### config.mk
export PLATFORM = sky130hd
export DESIGN_NAME = cache_mem_arbiter
export DESIGN_NICKNAME = d
export VERILOG_FILES = /design/src/rtl/cache_mem_arbiter.sv
export SDC_FILE = /design/constraint.sdc
export NUM_CORES = 1
export LEC_CHECK = 0
export CORE_AREA = 4 4 101 103
export DETAILED_ROUTE_END_ITERATION = 12
export DIE_AREA = 0 0 105 107
export PLACE_DENSITY = 0.78
export SETUP_SLACK_MARGIN = 0.02
export SLEW_MARGIN = 10
export SYNTH_ARGS = -nofsm -noshare
export SYNTH_HDL_FRONTEND = slang
export SYNTH_SLANG_ARGS = --single-unit
### constraint.sdc
create_clock -name CLK -period 1.7 [get_ports CLK]
set_clock_uncertainty 0.05 [all_clocks]
set_input_delay 0.34 -clock CLK [delete_from_list [all_inputs] [get_ports CLK]]
set_output_delay 0.34 -clock CLK [all_outputs]
set_load 0.02 [all_outputs]
### src/rtl/cache_mem_arbiter.sv
// cache_mem_arbiter: shares one single-ported RAM between an icache and a dcache.
// dcache has priority; icache is guaranteed a grant after MAX_DSTREAK dcache wins.
`default_nettype none

module cache_mem_arbiter #(
  parameter int ADDR_W      = 32,
  parameter int DATA_W      = 32,
  parameter int MAX_DSTREAK = 4
) (
  input  logic              CLK,
  input  logic              nRST,
  input  logic              iREN,
  input  logic [ADDR_W-1:0] iaddr,
  output logic              iwait,
  output logic [DATA_W-1:0] iload,
  input  logic              dREN,
  input  logic              dWEN,
  input  logic [ADDR_W-1:0] daddr,
  input  logic [DATA_W-1:0] dstore,
  output logic              dwait,
  output logic [DATA_W-1:0] dload,
  output logic              ramREN,
  output logic              ramWEN,
  output logic [ADDR_W-1:0] ramaddr,
  output logic [DATA_W-1:0] ramstore,
  input  logic [DATA_W-1:0] ramload,
  input  logic [1:0]        ramstate,
  output logic              ramerr
);

  localparam int SW = (MAX_DSTREAK < 1) ? 1 : $clog2(MAX_DSTREAK + 1);
  localparam logic [SW-1:0] STREAK_MAX = SW'(MAX_DSTREAK);
  localparam logic [SW-1:0] STREAK_ONE = SW'(1);

  localparam logic [1:0] RAM_ACCESS = 2'd2;
  localparam logic [1:0] RAM_ERROR  = 2'd3;

  typedef enum logic [1:0] {
    IDLE    = 2'd0,
    SERVE_D = 2'd1,
    SERVE_I = 2'd2
  } state_t;

  state_t          state_q, state_d;
  logic [SW-1:0]   streak_q, streak_d;
  logic            ramerr_q, ramerr_d;
  logic            dreq;

  assign dreq   = dREN | dWEN;
  assign iload  = ramload;
  assign dload  = ramload;
  assign ramerr = ramerr_q;

  always_comb begin
    state_d  = state_q;
    streak_d = streak_q;
    ramerr_d = ramerr_q;
    ramREN   = 1'b0;
    ramWEN   = 1'b0;
    ramaddr  = '0;
    ramstore = '0;
    iwait    = 1'b1;
    dwait    = 1'b1;

    case (state_q)
      IDLE: begin
        if (dreq && (!iREN || (streak_q < STREAK_MAX))) begin
          state_d = SERVE_D;
        end else if (iREN) begin
          state_d = SERVE_I;
        end
      end

      SERVE_D: begin
        ramaddr  = daddr;
        ramstore = dstore;
        ramREN   = dREN;
        ramWEN   = dWEN;
        if (ramstate == RAM_ACCESS) begin
          dwait   = 1'b0;
          state_d = IDLE;
          // Streak only counts dcache wins that actually delayed a waiting icache.
          if (!iREN) begin
            streak_d = '0;
          end else if (streak_q != STREAK_MAX) begin
            streak_d = streak_q + STREAK_ONE;
          end
        end else if (ramstate == RAM_ERROR) begin
          ramerr_d = 1'b1;
          state_d  = IDLE;
        end else if (!dreq) begin
          state_d = IDLE;
        end
      end

      SERVE_I: begin
        ramaddr = iaddr;
        ramREN  = iREN;
        if (ramstate == RAM_ACCESS) begin
          iwait    = 1'b0;
          streak_d = '0;
          state_d  = IDLE;
        end else if (ramstate == RAM_ERROR) begin
          ramerr_d = 1'b1;
          state_d  = IDLE;
        end else if (!iREN) begin
          state_d = IDLE;
        end
      end

      default: state_d = IDLE;
    endcase
  end

  always_ff @(posedge CLK or negedge nRST) begin
    if (!nRST) begin
      state_q  <= IDLE;
      streak_q <= '0;
      ramerr_q <= 1'b0;
    end else begin
      state_q  <= state_d;
      streak_q <= streak_d;
      ramerr_q <= ramerr_d;
    end
  end

endmodule

`default_nettype wire

==> results.cfg <==
[run_status]
status = finished with violations
violations = setup timing

[place]
post-place-cells = 442
gp_congestion = 0.826
pre_cts_slack_ns = -0.480
port_buffers = 171
dp_hpwl_mm = 5.85

[timing]
max_freq_mhz = 510
setup_violations = 71
hold_viol_final = 0
worst_slack_ns = -0.260
holdWs_ns = 0.318
fin_crit_sh_pct = 115
fin_crit_ns = 1.96
grt_setup_unrepaired = true
tightest_slew_ns = 0.336
drv_slew = 0
relSlewSlack_pct = 77.3

[floorplanning]
die_width_um = 105
dieHeight_um = 107
die_area_sq_mm = 0.0112
core_area_sq_mm = 0.00920
ios = 268
rows = 35
start_util_pct = 18.0

[clock_network]
path_clk_slew_ns = 0.04
clock_path_buffers = 2
cts_hold_buf = 0
clock_latency_ns = 0.23
cts.sinks = 6
cts_root_buf = clkbuf_8
numCtsBuffers = 3
cts_max_level = 1
cts_tree = built

[cells_and_area]
diodes = 0
stdcell_count = 463
drive_gt1_share_pct = 60.8
final_cell_mix = clkdlybuf4s50_1 (103), buf_6 (68), a22oi_2 (32)
area_growth_pct = 137
fillCellCount = 872
finalNetCount = 494
postLayoutCoreUtil_pct = 42.6
final_common_cell = clkdlybuf4s50_1

[routing]
drt_wl_total_mm = 8.93
wl_per_cell_um = 19.3
drtAntennaViolNets = 0
drt_iter0_drc = 44
firstDrtPassIters = 4
vias = 2099
drc = 0
viasPerCell = 4.53

[power_and_ir_drop]
p_leak_nw = 1.59
power_w = 0.00615
peakVddDrop_mv = 0.817
cellPowerDensity_mw_per_mm2 = 1570

[synthesis]
synth-warning-count = 0
synth_top_area_cell = buf_4
synth_top_area_share_pct = 29.0
synth_area_leaders = buf_4 (29%), a22oi_1 (15%), and2_1 (12%)
yosysSeqAreaShare_pct = 9.07
synth-seq-cells = 6
yosys.cell_types.count = 28
syn-instance-count = 224
synthArstFlopShare_pct = 100
synth-edff-count = 0
syn_area_sq_mm = 0.00166
syn-num-nets = 364
synth.avg_cell_area_sq_um = 7.39
synth_flop_cell = dfrtp_1

[critical_path]
path_cells = inv_2 > ha_4 > clkbuf_16 > a22oi_2 > nor2b_2 > buf_6
arrival_ns = 1.57
criticalPathCategory = reg -> out
slowest_delay_ns = 0.40
cpMaxStageDelayCell = dfrtp_1
startpoint_type = register
worst-endpoint-required_ns = 1.31
crit_fanout = 6
worst_setup_path_end_kind = output pin

[global_route]
antenna_found_initial = 0
grt-ovfl-total = 0
grt_util_all_layers_pct = 14.6
grt_first_pass_wirelength_mm = 12.8
grt_start_max_net_pins = 27
grt_pass1_vias = 2309

[run]
maxCapViolCount = 0

[hold_path]
hp-class = in -> async
-- worst max-delay path: cells and delay by family, from the launching register on --
family,cells,cell delay [ns]
buf+inv,3,0.46
simple gates,1,0.13
fa+ha+maj,1,0.27
flops,1,0.40
compound gates,1,0.08
-- synth_stat cells, drive strengths merged (5+ instances only) --
cell type and count:
a22oi 32, and2 33, buf 72, clkbuf 9, dfrtp 6, ha 5
inv 6, nand2 5, nor2b 32
-- stage by stage --
step           TNS (ns)  cell area, sq um
5_1_grt          -17.37              3920
6_report         -14.35              3920
3_5_place_dp     -28.35              3230
3_3_place_gp     -26.37              3230
4_1_cts          -14.76              3870
2_1_floorplan    -0.402              1770
-- per-layer routing --
layer | GRT usage [%] | wire (um)
met5 | 0 | 0
met4 | 5.53 | 230
met3 | 3.67 | 796
met2 | 29.6 | 4980
met1 | 13.9 | 2930
-- area by class of cell --
type,instances,area (sq um),area share (%)
Tap cell,111,139,3.54
Timing Repair Buffer,206,2270,57.9
Multi-Input combinational cell,131,1300,33.1
Clock buffer,3,41.3,1.05
Sequential cell,6,150,3.83
Inverter,6,22.5,0.574
-- where the power goes --
part | leakage, nW | switching (W) | total (W) | internal [W]
logic | 1.50 | 0.00253 | 0.00568 | 0.00315
clock network | 0.0216 | 0.0000699 | 0.000223 | 0.000153
registers | 0.0720 | 0.0000504 | 0.000249 | 0.000198
total | 1.59 | 0.00265 | 0.00615 | 0.00350
-- cells by family after synthesis --
| group | share of synthesized area [%] |
|---|---|
| AO/OA/AOI/OAI | 21.4 |
| adder cells (fa/ha/maj) | 3.78 |
| buffers and inverters | 34.9 |
| flip-flops | 9.07 |
| multiplexers | 1.21 |
| AND/OR/NAND/NOR | 29.6 |
-- registers in the layout, summed over array words and instances, names as in the netlist --
name	cells
streak_q	3
state_q	2
ramerr	1
-- worst paths after layout --
| path | from | to | slack [ns] | depth (start not counted) |
|---|---|---|---|---|
| setup / recovery | state_q[0] | ramaddr[5] | -0.26 | 6 |
| hold / removal | nRST | ramerr | 0.32 | 1 |
| setup reg to reg | state_q[0] | streak_q[2] | -0.16 | 8 |
| hold reg to reg | ramerr | ramerr | 0.45 | 1 |
| max in group asynchronous | nRST | streak_q[2] | 1.04 | 1 |
| min in group CLK | ramerr | ramerr | 0.45 | 1 |
-- timing repair --
item / 4_1_cts / 5_1_grt
cloned: 7 / 2
endpoints found under the setup margin: 69 / 73
buffers inserted: 9 / 3
pin swaps: 43 / 10
resized for setup: 476 / 12
Note: power is estimated with default switching activity, not from simulation.
